[config.mk]
export PLATFORM = sky130hd
export DESIGN_NAME = prim_alert_ping_scheduler
export DESIGN_NICKNAME = d
export VERILOG_FILES = /design/src/rtl/prim_alert_ping_scheduler.sv
export SDC_FILE = /design/constraint.sdc
export NUM_CORES = 1
export LEC_CHECK = 0
export BUFFER_PORTS_ARGS = -buffer_cell sky130_fd_sc_hd__buf_2
export CELL_PAD_IN_SITES_DETAIL_PLACEMENT = 2
export CELL_PAD_IN_SITES_GLOBAL_PLACEMENT = 2
export CORE_UTILIZATION = 32
export DETAILED_ROUTE_END_ITERATION = 7
export PLACE_DENSITY = 0.81
export SLEW_MARGIN = 20
export SYNTH_ARGS = -nofsm -noshare
export SYNTH_HDL_FRONTEND = slang
export SYNTH_SLANG_ARGS = --single-unit
[constraint.sdc]
create_clock -name clk_i -period 2.7 [get_ports clk_i]
set_input_delay 0.27 -clock clk_i [delete_from_list [all_inputs] [get_ports clk_i]]
set_output_delay 0.27 -clock clk_i [all_outputs]
set_load 0.005 [all_outputs]
[src/rtl/prim_alert_ping_scheduler.sv]
// prim_alert_ping_scheduler
//
// Pings a bank of alert sender channels one at a time, in round-robin order.
// The scheduler idles for a programmable number of cycles, selects the next
// enabled channel, and holds that channel's ping request until the sender
// answers with a ping-ok pulse or a programmable timeout expires. A channel
// that times out gets a sticky fail flag, which stays set until fail_clr_i.
//
// Ports
//   clk_i          clock
//   rst_i          synchronous, active-high reset
//   en_i           scheduler enable
//   wait_cyc_i     idle cycles between pings, sampled when the wait counter reloads
//   timeout_cyc_i  ping response timeout, sampled when a channel is selected
//   alert_en_i     per-channel ping enable mask
//   ping_ok_i      per-channel ping-response pulse from the senders
//   fail_clr_i     clear all ping_fail_o bits
//   ping_req_o     one-hot (or zero) level ping request
//   ping_idx_o     index of the current or most recently pinged channel
//   ping_fail_o    sticky per-channel timeout flags
//   busy_o         high whenever the scheduler is not idle

module prim_alert_ping_scheduler #(
    parameter int unsigned NumAlerts = 4,
    parameter int unsigned CntW      = 16,
    localparam int unsigned IdxW     = (NumAlerts > 1) ? $clog2(NumAlerts) : 1
) (
    input  logic                 clk_i,
    input  logic                 rst_i,
    input  logic                 en_i,
    input  logic [CntW-1:0]      wait_cyc_i,
    input  logic [CntW-1:0]      timeout_cyc_i,
    input  logic [NumAlerts-1:0] alert_en_i,
    input  logic [NumAlerts-1:0] ping_ok_i,
    input  logic                 fail_clr_i,
    output logic [NumAlerts-1:0] ping_req_o,
    output logic [IdxW-1:0]      ping_idx_o,
    output logic [NumAlerts-1:0] ping_fail_o,
    output logic                 busy_o
);

    typedef enum logic [2:0] {
        ST_IDLE,
        ST_WAIT,
        ST_SELECT,
        ST_PING,
        ST_GAP
    } state_e;

    state_e               state_q, state_d;
    logic [CntW-1:0]      cnt_q, cnt_d;
    logic [IdxW-1:0]      rr_ptr_q, rr_ptr_d;
    logic [IdxW-1:0]      ping_idx_q, ping_idx_d;
    logic [NumAlerts-1:0] ping_fail_q, ping_fail_d;

    // Round-robin search: first enabled channel at or after rr_ptr, wrapping.
    // rr_ptr and the loop index are both below NumAlerts, so a single
    // conditional subtract replaces a general modulo.
    logic            sel_found;
    logic [IdxW-1:0] sel_idx;
    logic [IdxW-1:0] sel_next;
    int unsigned     cand;
    logic [IdxW-1:0] cand_idx;

    always_comb begin
        sel_found = 1'b0;
        sel_idx   = '0;
        cand      = 0;
        cand_idx  = '0;
        for (int unsigned i = 0; i < NumAlerts; i++) begin
            cand = int'(rr_ptr_q) + i;
            if (cand >= NumAlerts) begin
                cand = cand - NumAlerts;
            end
            cand_idx = IdxW'(cand);
            if (!sel_found && alert_en_i[cand_idx]) begin
                sel_found = 1'b1;
                sel_idx   = cand_idx;
            end
        end
        sel_next = (sel_idx == IdxW'(NumAlerts - 1)) ? '0 : sel_idx + IdxW'(1);
    end

    // Next-state logic.
    // NOTE: every signal this block writes gets a default first, so no path
    // through the case leaves a value unassigned and no latch is inferred.
    always_comb begin
        state_d     = state_q;
        cnt_d       = cnt_q;
        rr_ptr_d    = rr_ptr_q;
        ping_idx_d  = ping_idx_q;
        ping_fail_d = fail_clr_i ? '0 : ping_fail_q;

        unique case (state_q)
            ST_IDLE: begin
                if (en_i) begin
                    state_d = ST_WAIT;
                    cnt_d   = wait_cyc_i;
                end
            end
            ST_WAIT: begin
                if (!en_i) begin
                    state_d = ST_IDLE;
                end else if (cnt_q == '0) begin
                    state_d = ST_SELECT;
                end else begin
                    cnt_d = cnt_q - CntW'(1);
                end
            end
            ST_SELECT: begin
                if (sel_found) begin
                    state_d    = ST_PING;
                    ping_idx_d = sel_idx;
                    rr_ptr_d   = sel_next;
                    cnt_d      = timeout_cyc_i;
                end else begin
                    state_d = ST_WAIT;
                    cnt_d   = wait_cyc_i;
                end
            end
            ST_PING: begin
                // en_i and alert_en_i are deliberately ignored here: the
                // handshake always completes so a sender is never left
                // mid-ping. A response arriving on the timeout cycle wins.
                if (ping_ok_i[ping_idx_q]) begin
                    state_d = ST_GAP;
                end else if (cnt_q == '0) begin
                    state_d                 = ST_GAP;
                    ping_fail_d[ping_idx_q] = 1'b1;
                end else begin
                    cnt_d = cnt_q - CntW'(1);
                end
            end
            ST_GAP: begin
                if (en_i) begin
                    state_d = ST_WAIT;
                    cnt_d   = wait_cyc_i;
                end else begin
                    state_d = ST_IDLE;
                end
            end
            default: state_d = ST_IDLE;
        endcase
    end

    // NOTE: sequential state uses non-blocking assignments so every flop
    // samples the pre-edge value of every other flop.
    always_ff @(posedge clk_i) begin
        if (rst_i) begin
            state_q     <= ST_IDLE;
            cnt_q       <= '0;
            rr_ptr_q    <= '0;
            ping_idx_q  <= '0;
            ping_fail_q <= '0;
        end else begin
            state_q     <= state_d;
            cnt_q       <= cnt_d;
            rr_ptr_q    <= rr_ptr_d;
            ping_idx_q  <= ping_idx_d;
            ping_fail_q <= ping_fail_d;
        end
    end

    // Outputs decode flops only, so nothing on an input reaches them
    // combinationally.
    always_comb begin
        ping_req_o = '0;
        if (state_q == ST_PING) begin
            ping_req_o[ping_idx_q] = 1'b1;
        end
    end

    assign ping_idx_o  = ping_idx_q;
    assign ping_fail_o = ping_fail_q;
    assign busy_o      = (state_q != ST_IDLE);

endmodule
==> results of run 1 <==
power by group through the flow:
stage	clock [mW]	combinational (mW)	sequential [mW]
finish	0.263	0.448	0.492
global route	0.282	0.497	0.499
global placement	0	0.435	0.497
detailed placement	0	0.448	0.501
floorplan	0	0.327	0.473
CTS	0.268	0.451	0.492
critical path, cell delays in order (launching register included):
cell      delay (ns)
dfxtp_1         0.74
nand2_1         0.19
nor3_1          0.42
a2111o_1        0.52
nor2_1          0.19
a211oi_1        0.23
registers in the layout, summed over array words and instances (netlist names), named ones only:
signal / flops
rr_ptr_q: 1
ping_idx_o: 2
ping_fail_o: 4
state_q: 3
cnt_q: 16
final cells by class:
cell class                      count  share of cell area (%)
Clock buffer                        3                    1.68
Clock inverter                      1                   0.356
Inverter                            8                    1.22
Multi-Input combinational cell    215                    58.0
Sequential cell                    27                    22.0
Tap cell                           77                    3.92
Timing Repair Buffer               60                    12.8
routing by layer:
metal	vias up	wire, um
met1	1142	3420
li1	1118	-
met2	39	3690
met3	2	196
met5	-	0
met4	0	24
logic make-up after synthesis:
group / share of synthesized area [%]
AOI/OAI and AO/OA: 31.3
xor gates and xnor gates: 1.25
adders and majority gates: 0.593
buffers and inverters: 6.76
DFF: 25.6
muxes: 4.27
and+or+nand+nor: 30.2
cells in the final DEF, fill, tap and decap left out, types with 4 or more instances in the layout:
master and count:
buf_2 54, dfxtp_1 27, a21oi_1 25, nor2_1 24, nand2_1 22, nand3_1 15, nor3_1 13, o31ai_1 12
mux2i_1 9, o211ai_1 8, a211oi_1 8, inv_1 7, nand4b_1 6, buf_4 6, and2_1 5, o21ai_0 4
nor2b_1 4, o31a_1 4, a32oi_1 4
how the worst max path moves through the flow:
stage          endpoint  slack, ns  cells past startpoint
3_5_place_dp   cnt_q[3]       0.35                      5
6_report       cnt_q[4]       0.33                      5
2_1_floorplan  cnt_q[0]       0.85                      7
5_1_grt        cnt_q[5]       0.04                      5
3_3_place_gp   cnt_q[4]       0.49                      5
4_1_cts        cnt_q[4]       0.32                      5
metrics by stage:
step	hold WS, ns	std cells	utilization, %
detailed placement	0.481	387	37.9
CTS	0.349	391	38.7
finish	0.358	391	38.7
global route	0.385	391	38.7
global placement	0.464	387	37.9
floorplan	0.448	272	-
==> impl_metrics.py, run 1 <==
metrics = {
    "grt": {
        "grt_overflow": 0,
        "use_met1_pct": 28.7,
        "grt_start_max_net_pins": 29,
        "antenna_found_initial": 0,
        "top_usage_layer": "met2",
        "use_met3_pct": 3.28,
        "grtUsageMet2_pct": 38.3,
        "grt_pass1_wl_um": 12400,
        "grt_usage_pct": 21.8,
        "grt_pass1_vias": 2438,
    },
    "placed_design": {
        "place_area_um2": 2410,
        "port_buffers": 54,
        "post-place-ws_ns": 0.349,
        "dp_hpwl_um": 5520,
        "place.gp.congestion": 0.782,
    },
    "power_and_ir_drop": {
        "power_density_nw_per_um2": 489,
        "p_switching_uw": 484,
        "sw_frac_of_total_pct": 40.2,
        "leakage_nw": 0.965,
        "internal_power_uw": 720,
        "p_total_mw": 1.20,
        "ir_drop_mv": 0.223,
        "comb_power_share_pct": 37.3,
        "power.share.clock_pct": 21.9,
        "pwr-share-seq_pct": 40.9,
    },
    "drt": {
        "dr_total_vias": 2301,
        "wl_um": 7320,
        "drtAntennaViolNets": 0,
        "wl_per_cell_um": 18.7,
        "drt_iter0_drc": 92,
        "drtPass1Iterations": 4,
        "viasPerCell": 5.88,
        "drcViolationCount": 0,
    },
    "cells_and_area": {
        "regArea_um2": 541,
        "syn_to_final_growth_pct": 16.5,
        "multi_input_area_um2": 1430,
        "n_antenna_cell": 0,
        "fill_cells": 769,
        "drive_gt1_share_pct": 25.2,
        "final_nets": 360,
        "post-route-cell-area_um2": 2460,
    },
    "timing": {
        "max_freq_mhz": 422,
        "finalMaxSlewViolations": 0,
        "rsz0062_at_grt": "false",
        "worst_clock_skew_ns": 0.00749,
        "final.setup.tns_ns": 0,
        "finalCriticalPeriod_ns": 2.37,
        "timing.final.crit_share_pct": 87.9,
        "worst_pin_slew_ns": 0.789,
        "setup_violations": 0,
        "layout_setup_ws_ns": 0.328,
        "hold_viol_final": 0,
        "relSlewSlack_pct": 47.0,
    },
    "yosys": {
        "seq_area_frac_synth_pct": 25.6,
        "syn-mean-instance-area_um2": 7.76,
        "synth.area.top_cells": "dfxtp_1 26%, a21oi_1 5.9%, mux2i_1 4.3%",
        "synth.net_count": 317,
        "yosys_warnings": 0,
        "yosysTopAreaCell": "dfxtp_1",
        "synth_top_area_share_pct": 25.6,
        "synth_edf_count": 0,
        "netlist_instances": 272,
        "synth_common_cells": "27 x dfxtp_1, 25 x a21oi_1, 24 x nor2_1",
        "synth_area_um2": 2110,
        "synth_seq_cells": 27,
        "synth.most_common_cell": "dfxtp_1",
        "async_reset_ff_share_pct": 0,
        "synth-main-ff-cell": "dfxtp_1",
        "post_synth_num_cell_types": 59,
    },
    "setup_path": {
        "required_ns": 2.90,
        "cp-startpoint": "state_q[1]",
        "path_class": "reg -> reg",
        "cp.arrival_ns": 2.58,
        "startpoint_type": "flip-flop",
        "cp_max_fo": 21,
        "ff2ff_path_depth": 5,
        "r2r_setup_slack_ns": 0.33,
        "r2r-end": "cnt_q[4]",
        "rr_startpoint": "state_q[1]",
        "end_kind": "flip-flop",
    },
    "cts": {
        "cts_inserted_buffers": 3,
        "hold_buffers": 0,
        "clk_path_buf_depth": 2,
        "clock_sinks": 27,
        "clockRootBuffer": "clkbuf_8",
        "htree_levels": 1,
        "clock_latency_ns": 0.29,
        "postCtsSetupBuffers": 0,
        "cts_tree": "done",
        "ctsResizeCount": 0,
        "path_clk_slew_ns": 0.11,
    },
    "floorplan": {
        "die-area_um2": 6920,
        "ioPinCount": 55,
        "fp-row-count": 29,
        "die_height_um": 83.2,
        "die_w_um": 83.2,
        "core_um2": 6350,
        "start_util_pct": 33.2,
    },
    "job": {
        "max_cap_viol_count": 0,
    },
    "worst_hold_path": {
        "min-delay-path-class": "in -> reg",
        "whs_endpoint": "ping_fail_o[1]",
        "hold-path-cell-count": 4,
        "holdCritStartpoint": "fail_clr_i",
    },
    "outcome": {
        "run_status": "finished, final reports clean",
    },
}
Power figures use the tool's default switching activity.
==> run 2, diff against run 1 <==
ABC_AREA = 1   (was default)
CORE_UTILIZATION = 30   (was 32)
CTS_BUF_LIST = sky130_fd_sc_hd__clkbuf_4 sky130_fd_sc_hd__clkbuf_8   (was default)
PLACE_DENSITY = 0.83   (was 0.81)
==> impl_metrics.py, run 2 <==
metrics = {
    "timing": {
        "hold_viol_final": 0,
        "worst_pin_slew_ns": 0.536,
        "rsz0062_at_grt": "false",
        "layout_setup_ws_ns": 0.272,
        "timing.final.crit_share_pct": 89.9,
        "finalMaxSlewViolations": 0,
        "timing.hold.ws_ns": 0.289,
        "finalCriticalPeriod_ns": 2.43,
        "max_freq_mhz": 412,
        "worst_clock_skew_ns": 0.0111,
        "setup_violations": 0,
        "relSlewSlack_pct": 64.0,
        "final.setup.tns_ns": 0,
    },
    "cells_and_area": {
        "final_cells": 592,
        "fill_cells": 1053,
        "most-common-layout-cells": "108 x nand2_1, 80 x inv_1, 54 x buf_2, 52 x nand3_1, 48 x nor2_1",
        "layout_commonest_cell": "nand2_1",
        "final_nets": 536,
        "largest_reg_flops": 16,
        "drive_gt1_share_pct": 17.6,
        "syn_to_final_growth_pct": 14.4,
        "n_antenna_cell": 0,
        "largest-register": "cnt_q",
    },
    "placed_design": {
        "place.gp.congestion": 0.817,
        "dp_cells": 588,
        "dp_hpwl_um": 7500,
        "port_buffers": 54,
        "post-place-ws_ns": 0.279,
    },
    "floorplan": {
        "die_w_um": 93.2,
        "core_um2": 7890,
        "ioPinCount": 55,
        "fp-row-count": 32,
        "start_util_pct": 31.6,
        "die-area_um2": 8690,
        "die_height_um": 93.2,
    },
    "grt": {
        "grt_usage_pct": 22.5,
        "grt_pass1_vias": 3144,
        "grt_pass1_wl_um": 15300,
        "use_met1_pct": 30.4,
        "grt_start_max_net_pins": 26,
        "antenna_found_initial": 0,
        "top_usage_layer": "met2",
        "grtUsageMet2_pct": 39.0,
        "grt_overflow": 0,
        "use_met3_pct": 1.46,
    },
    "yosys": {
        "syn-mean-instance-area_um2": 5.61,
        "synth.area.top_cells": "dfxtp_1 22%, nand2_1 16%, inv_1 12%",
        "post_synth_num_cell_types": 37,
        "synth_seq_cells": 27,
        "yosysTopAreaCell": "dfxtp_1",
        "synth_edf_count": 0,
        "synth.net_count": 490,
        "synth-main-ff-cell": "dfxtp_1",
        "synth_common_cells": "108 x nand2_1, 80 x inv_1, 52 x nand3_1",
        "synth.most_common_cell": "nand2_1",
        "async_reset_ff_share_pct": 0,
        "netlist_instances": 445,
        "seq_area_frac_synth_pct": 21.7,
        "yosys_warnings": 0,
        "synth_top_area_share_pct": 21.7,
        "synth_area_um2": 2500,
    },
    "drt": {
        "drtPass1Iterations": 4,
        "drcViolationCount": 0,
        "dr_total_vias": 2991,
        "viasPerCell": 5.05,
        "wl_per_cell_um": 16.0,
        "wl_um": 9460,
        "drtAntennaViolNets": 0,
        "drt_iter0_drc": 93,
    },
    "power_and_ir_drop": {
        "leakage_nw": 1.55,
        "p_total_mw": 1.30,
        "ir_drop_mv": 0.191,
        "power_density_nw_per_um2": 457,
    },
    "setup_path": {
        "end_kind": "flip-flop",
        "path_class": "reg -> reg",
        "startpoint_type": "flip-flop",
        "cp.arrival_ns": 2.61,
        "required_ns": 2.88,
        "cp_max_fo": 20,
    },
    "cts": {
        "ctsResizeCount": 0,
        "clockRootBuffer": "clkbuf_8",
        "clk_path_buf_depth": 2,
        "clock_sinks": 27,
        "postCtsSetupBuffers": 0,
        "cts_tree": "done",
        "path_clk_slew_ns": 0.11,
        "htree_levels": 1,
        "cts_inserted_buffers": 3,
        "clock_latency_ns": 0.29,
        "hold_buffers": 0,
    },
    "outcome": {
        "run_status": "finished, final reports clean",
    },
    "job": {
        "max_cap_viol_count": 0,
    },
    "worst_hold_path": {
        "min-delay-path-class": "in -> reg",
        "holdCritStartpoint": "fail_clr_i",
    },
}
run 2: cell count changes after synthesis, moves of 9 or more:
| cell | previous run | this run |
|---|---|---|
| o31ai_1 | 12 | 0 |
| nand3_1 | 15 | 52 |
| nor3_1 | 13 | 4 |
| inv_1 | 7 | 80 |
| nor2_1 | 24 | 48 |
| nand4_1 | 0 | 21 |
| nand2_2 | 0 | 9 |
| mux2i_1 | 9 | 0 |
| nand2_1 | 22 | 108 |
run 2: cell families after synthesis:
logic type	share of synthesized area (%)
flops	21.7
compound gates	11.8
xor+xnor	1.05
simple gates	47.1
fa+ha+maj	0.501
buf+inv	17.9
run 2: worst paths after layout:
check                                       to  slack [ns]  depth (start not counted)
worst max-delay path             ping_idx_o[1]        0.27                         11
worst min-delay path            ping_fail_o[1]        0.29                          4
worst max register to register   ping_idx_o[1]        0.27                         11
worst min register to register  ping_fail_o[1]        0.48                          2
run 2: layout make-up:
cell class | instances | area (um2) | area share, %
multi-input combinational | 312 | 1510 | 52.8
inverter | 91 | 344 | 12.1
tap | 102 | 128 | 4.47
sequential | 27 | 541 | 18.9
timing repair buffer | 56 | 285 | 9.99
clock buffer | 4 | 48.8 | 1.71
run 2: per-stage QoR:
stage	area (um2)	utilization (%)
floorplan	2500	-
global placement	2810	35.6
detailed placement	2810	35.6
CTS	2860	36.2
global route	2860	36.2
finish	2860	36.2
run 2: layer usage:
metal / up-vias / part of all wire [%] / routed length [um]
met5: - / 0 / 0
met4: 0 / 0.82 / 78
met3: 7 / 2.5 / 240
met2: 38 / 48 / 4560
met1: 1450 / 48 / 4580
li1: 1496 / - / -
run 2: power breakdown:
| group | internal (mW) | switching (mW) |
|---|---|---|
| sequential | 0.436 | 0.0409 |
| clock | 0.116 | 0.144 |
| combinational | 0.181 | 0.387 |
| total | 0.733 | 0.572 |
run 2: critical path: stages, from the launching register on:
cell     delay, ns
dfxtp_1       0.53
inv_4         0.13
nand2_1       0.09
nand2_1       0.15
nand2_1       0.11
nand2_2       0.06
nor2_4        0.40
nand3_4       0.32
nand2_1       0.24
inv_2         0.09
o21ai_1       0.14
a21oi_1       0.05
==> run 3, diff against run 2 <==
==> constraint.sdc (replaced) <==
create_clock -name clk_i -period 2.7 [get_ports clk_i]
set_input_delay 0.81 -clock clk_i [delete_from_list [all_inputs] [get_ports clk_i]]
set_output_delay 0.81 -clock clk_i [all_outputs]
set_load 0.005 [all_outputs]
==> impl_metrics.py, run 3 (synthesis results as in run 2) <==
metrics = {
    "setup_path": {
        "startpoint_type": "flip-flop",
        "cp_max_fo": 6,
        "cp_slowest_stage_delay_ns": 0.31,
        "cp.arrival_ns": 1.42,
        "cpMostUsedCell": "inv_1",
        "crit_chain": "inv_1 -> nand2_1 -> nor2_1 -> inv_1 -> nor3_1 -> buf_2",
        "path_class": "reg -> out",
        "crit_path_top_delay_cell": "dfxtp_1",
        "required_ns": 1.89,
        "end_kind": "output port",
    },
    "cells_and_area": {
        "syn_to_final_growth_pct": 15.5,
        "final_cells": 596,
        "n_antenna_cell": 0,
        "largest-register": "cnt_q",
        "drive_gt1_share_pct": 18.2,
        "most-common-layout-cells": "108 x nand2_1, 80 x inv_1, 54 x buf_2, 52 x nand3_1, 48 x nor2_1",
        "layout_commonest_cell": "nand2_1",
        "largest_reg_flops": 16,
        "final_nets": 540,
    },
    "drt": {
        "wl_met2_um": 4510,
        "viasPerCell": 5.06,
        "drt_iter0_drc": 127,
        "dr_total_vias": 3018,
        "wl_um": 9590,
        "met1_length_um": 4670,
        "routed-wl-met3_um": 335,
        "top_layer": "met4",
        "drtAntennaViolNets": 0,
        "drtPass1Iterations": 4,
        "drcViolationCount": 0,
        "wl_per_cell_um": 16.1,
    },
    "placed_design": {
        "dp_cells": 592,
        "dp_hpwl_um": 7650,
        "port_buffers": 54,
        "place.gp.congestion": 0.862,
    },
    "floorplan": {
        "die_height_um": 93.2,
        "ioPinCount": 55,
        "die-area_um2": 8690,
        "start_util_pct": 31.6,
        "die_w_um": 93.2,
        "core_um2": 7890,
        "fp-row-count": 32,
    },
    "timing": {
        "final.setup.tns_ns": 0,
        "worst_clock_skew_ns": 0.00679,
        "setup_violations": 0,
        "rsz0062_at_grt": "false",
        "max_freq_mhz": 449,
        "hold_viol_final": 0,
        "timing.final.crit_share_pct": 82.4,
        "relSlewSlack_pct": 64.5,
        "worst_pin_slew_ns": 0.533,
        "finalCriticalPeriod_ns": 2.23,
        "finalMaxSlewViolations": 0,
    },
    "grt": {
        "antenna_found_initial": 0,
        "grt_pass1_vias": 3126,
        "grt_overflow": 0,
        "grt_usage_pct": 23.5,
        "grt_start_max_net_pins": 26,
        "grt_pass1_wl_um": 16000,
    },
    "cts": {
        "cts_tree": "done",
        "clk_path_buf_depth": 2,
        "hold_buffers": 0,
        "ctsResizeCount": 0,
        "postCtsSetupBuffers": 0,
        "path_clk_slew_ns": 0.10,
        "clock_sinks": 27,
        "cts_inserted_buffers": 3,
        "clockRootBuffer": "clkbuf_8",
        "clock_latency_ns": 0.29,
        "htree_levels": 1,
    },
    "worst_hold_path": {
        "min-delay-path-class": "reg -> reg",
    },
    "power_and_ir_drop": {
        "power_density_nw_per_um2": 455,
        "ir_drop_mv": 0.202,
        "leakage_nw": 1.57,
    },
    "outcome": {
        "run_status": "finished, final reports clean",
    },
    "job": {
        "max_cap_viol_count": 0,
    },
}
## run 3: cell types whose count changed in the layout (fill, tap and decap cells not counted)
cell and delta:
clkbuf_4 -1, buf_4 +4, clkinv_2 +1
## run 3: area by class of cell
class                           instances  area [um2]
Fill cell                            1058        5000
Multi-Input combinational cell        312        1510
Sequential cell                        27         541
Inverter                               91         344
Timing Repair Buffer                   60         315
Tap cell                              102         128
Clock buffer                            3        41.3
Clock inverter                          1        5.00
## run 3: worst paths after layout
path,from,end,slack [ns],depth (start not counted)
max,state_q[2],ping_req_o[2],0.47,6
max reg2reg,cnt_q[0],cnt_q[6],0.55,12
min,ping_fail_o[3],ping_fail_o[3],0.47,2
min reg2reg,ping_fail_o[3],ping_fail_o[3],0.47,2
## run 3: through the flow
| step | worst slack, ns | utilization, % | total power [mW] | hold slack (ns) | cell area [um2] |
|---|---|---|---|---|---|
| after CTS | 0.447 | 36.5 | 1.33 | 0.477 | 2880 |
| after floorplan | 0.792 | - | 0.876 | 0.460 | 2500 |
| after global routing | 0.302 | 36.5 | 1.41 | 0.497 | 2880 |
| final | 0.474 | 36.5 | 1.31 | 0.474 | 2880 |
| after global placement | 0.383 | 36.0 | 1.03 | 0.459 | 2840 |
| after detailed placement | 0.310 | 36.0 | 1.06 | 0.459 | 2840 |
## run 3: metal layers
metal,track usage (%),vias up
met4,4.23,0
li1,-,1502
met2,40.4,58
met5,0,-
met3,1.54,5
met1,32.5,1453
## run 3: critical path, delay by kind of cell, from the launching register on
family	cells	cell delay (ns)
buffers and inverters	3	0.39
flip-flops	1	0.31
AND/OR/NAND/NOR	3	0.42
## run 3: power by group
| group | total (mW) | leakage [nW] | internal (mW) | switching, mW |
|---|---|---|---|---|
| sequential | 0.478 | 0.222 | 0.436 | 0.0419 |
| combinational | 0.584 | 1.32 | 0.188 | 0.396 |
| clock | 0.251 | 0.0255 | 0.104 | 0.147 |
| total | 1.31 | 1.57 | 0.728 | 0.584 |
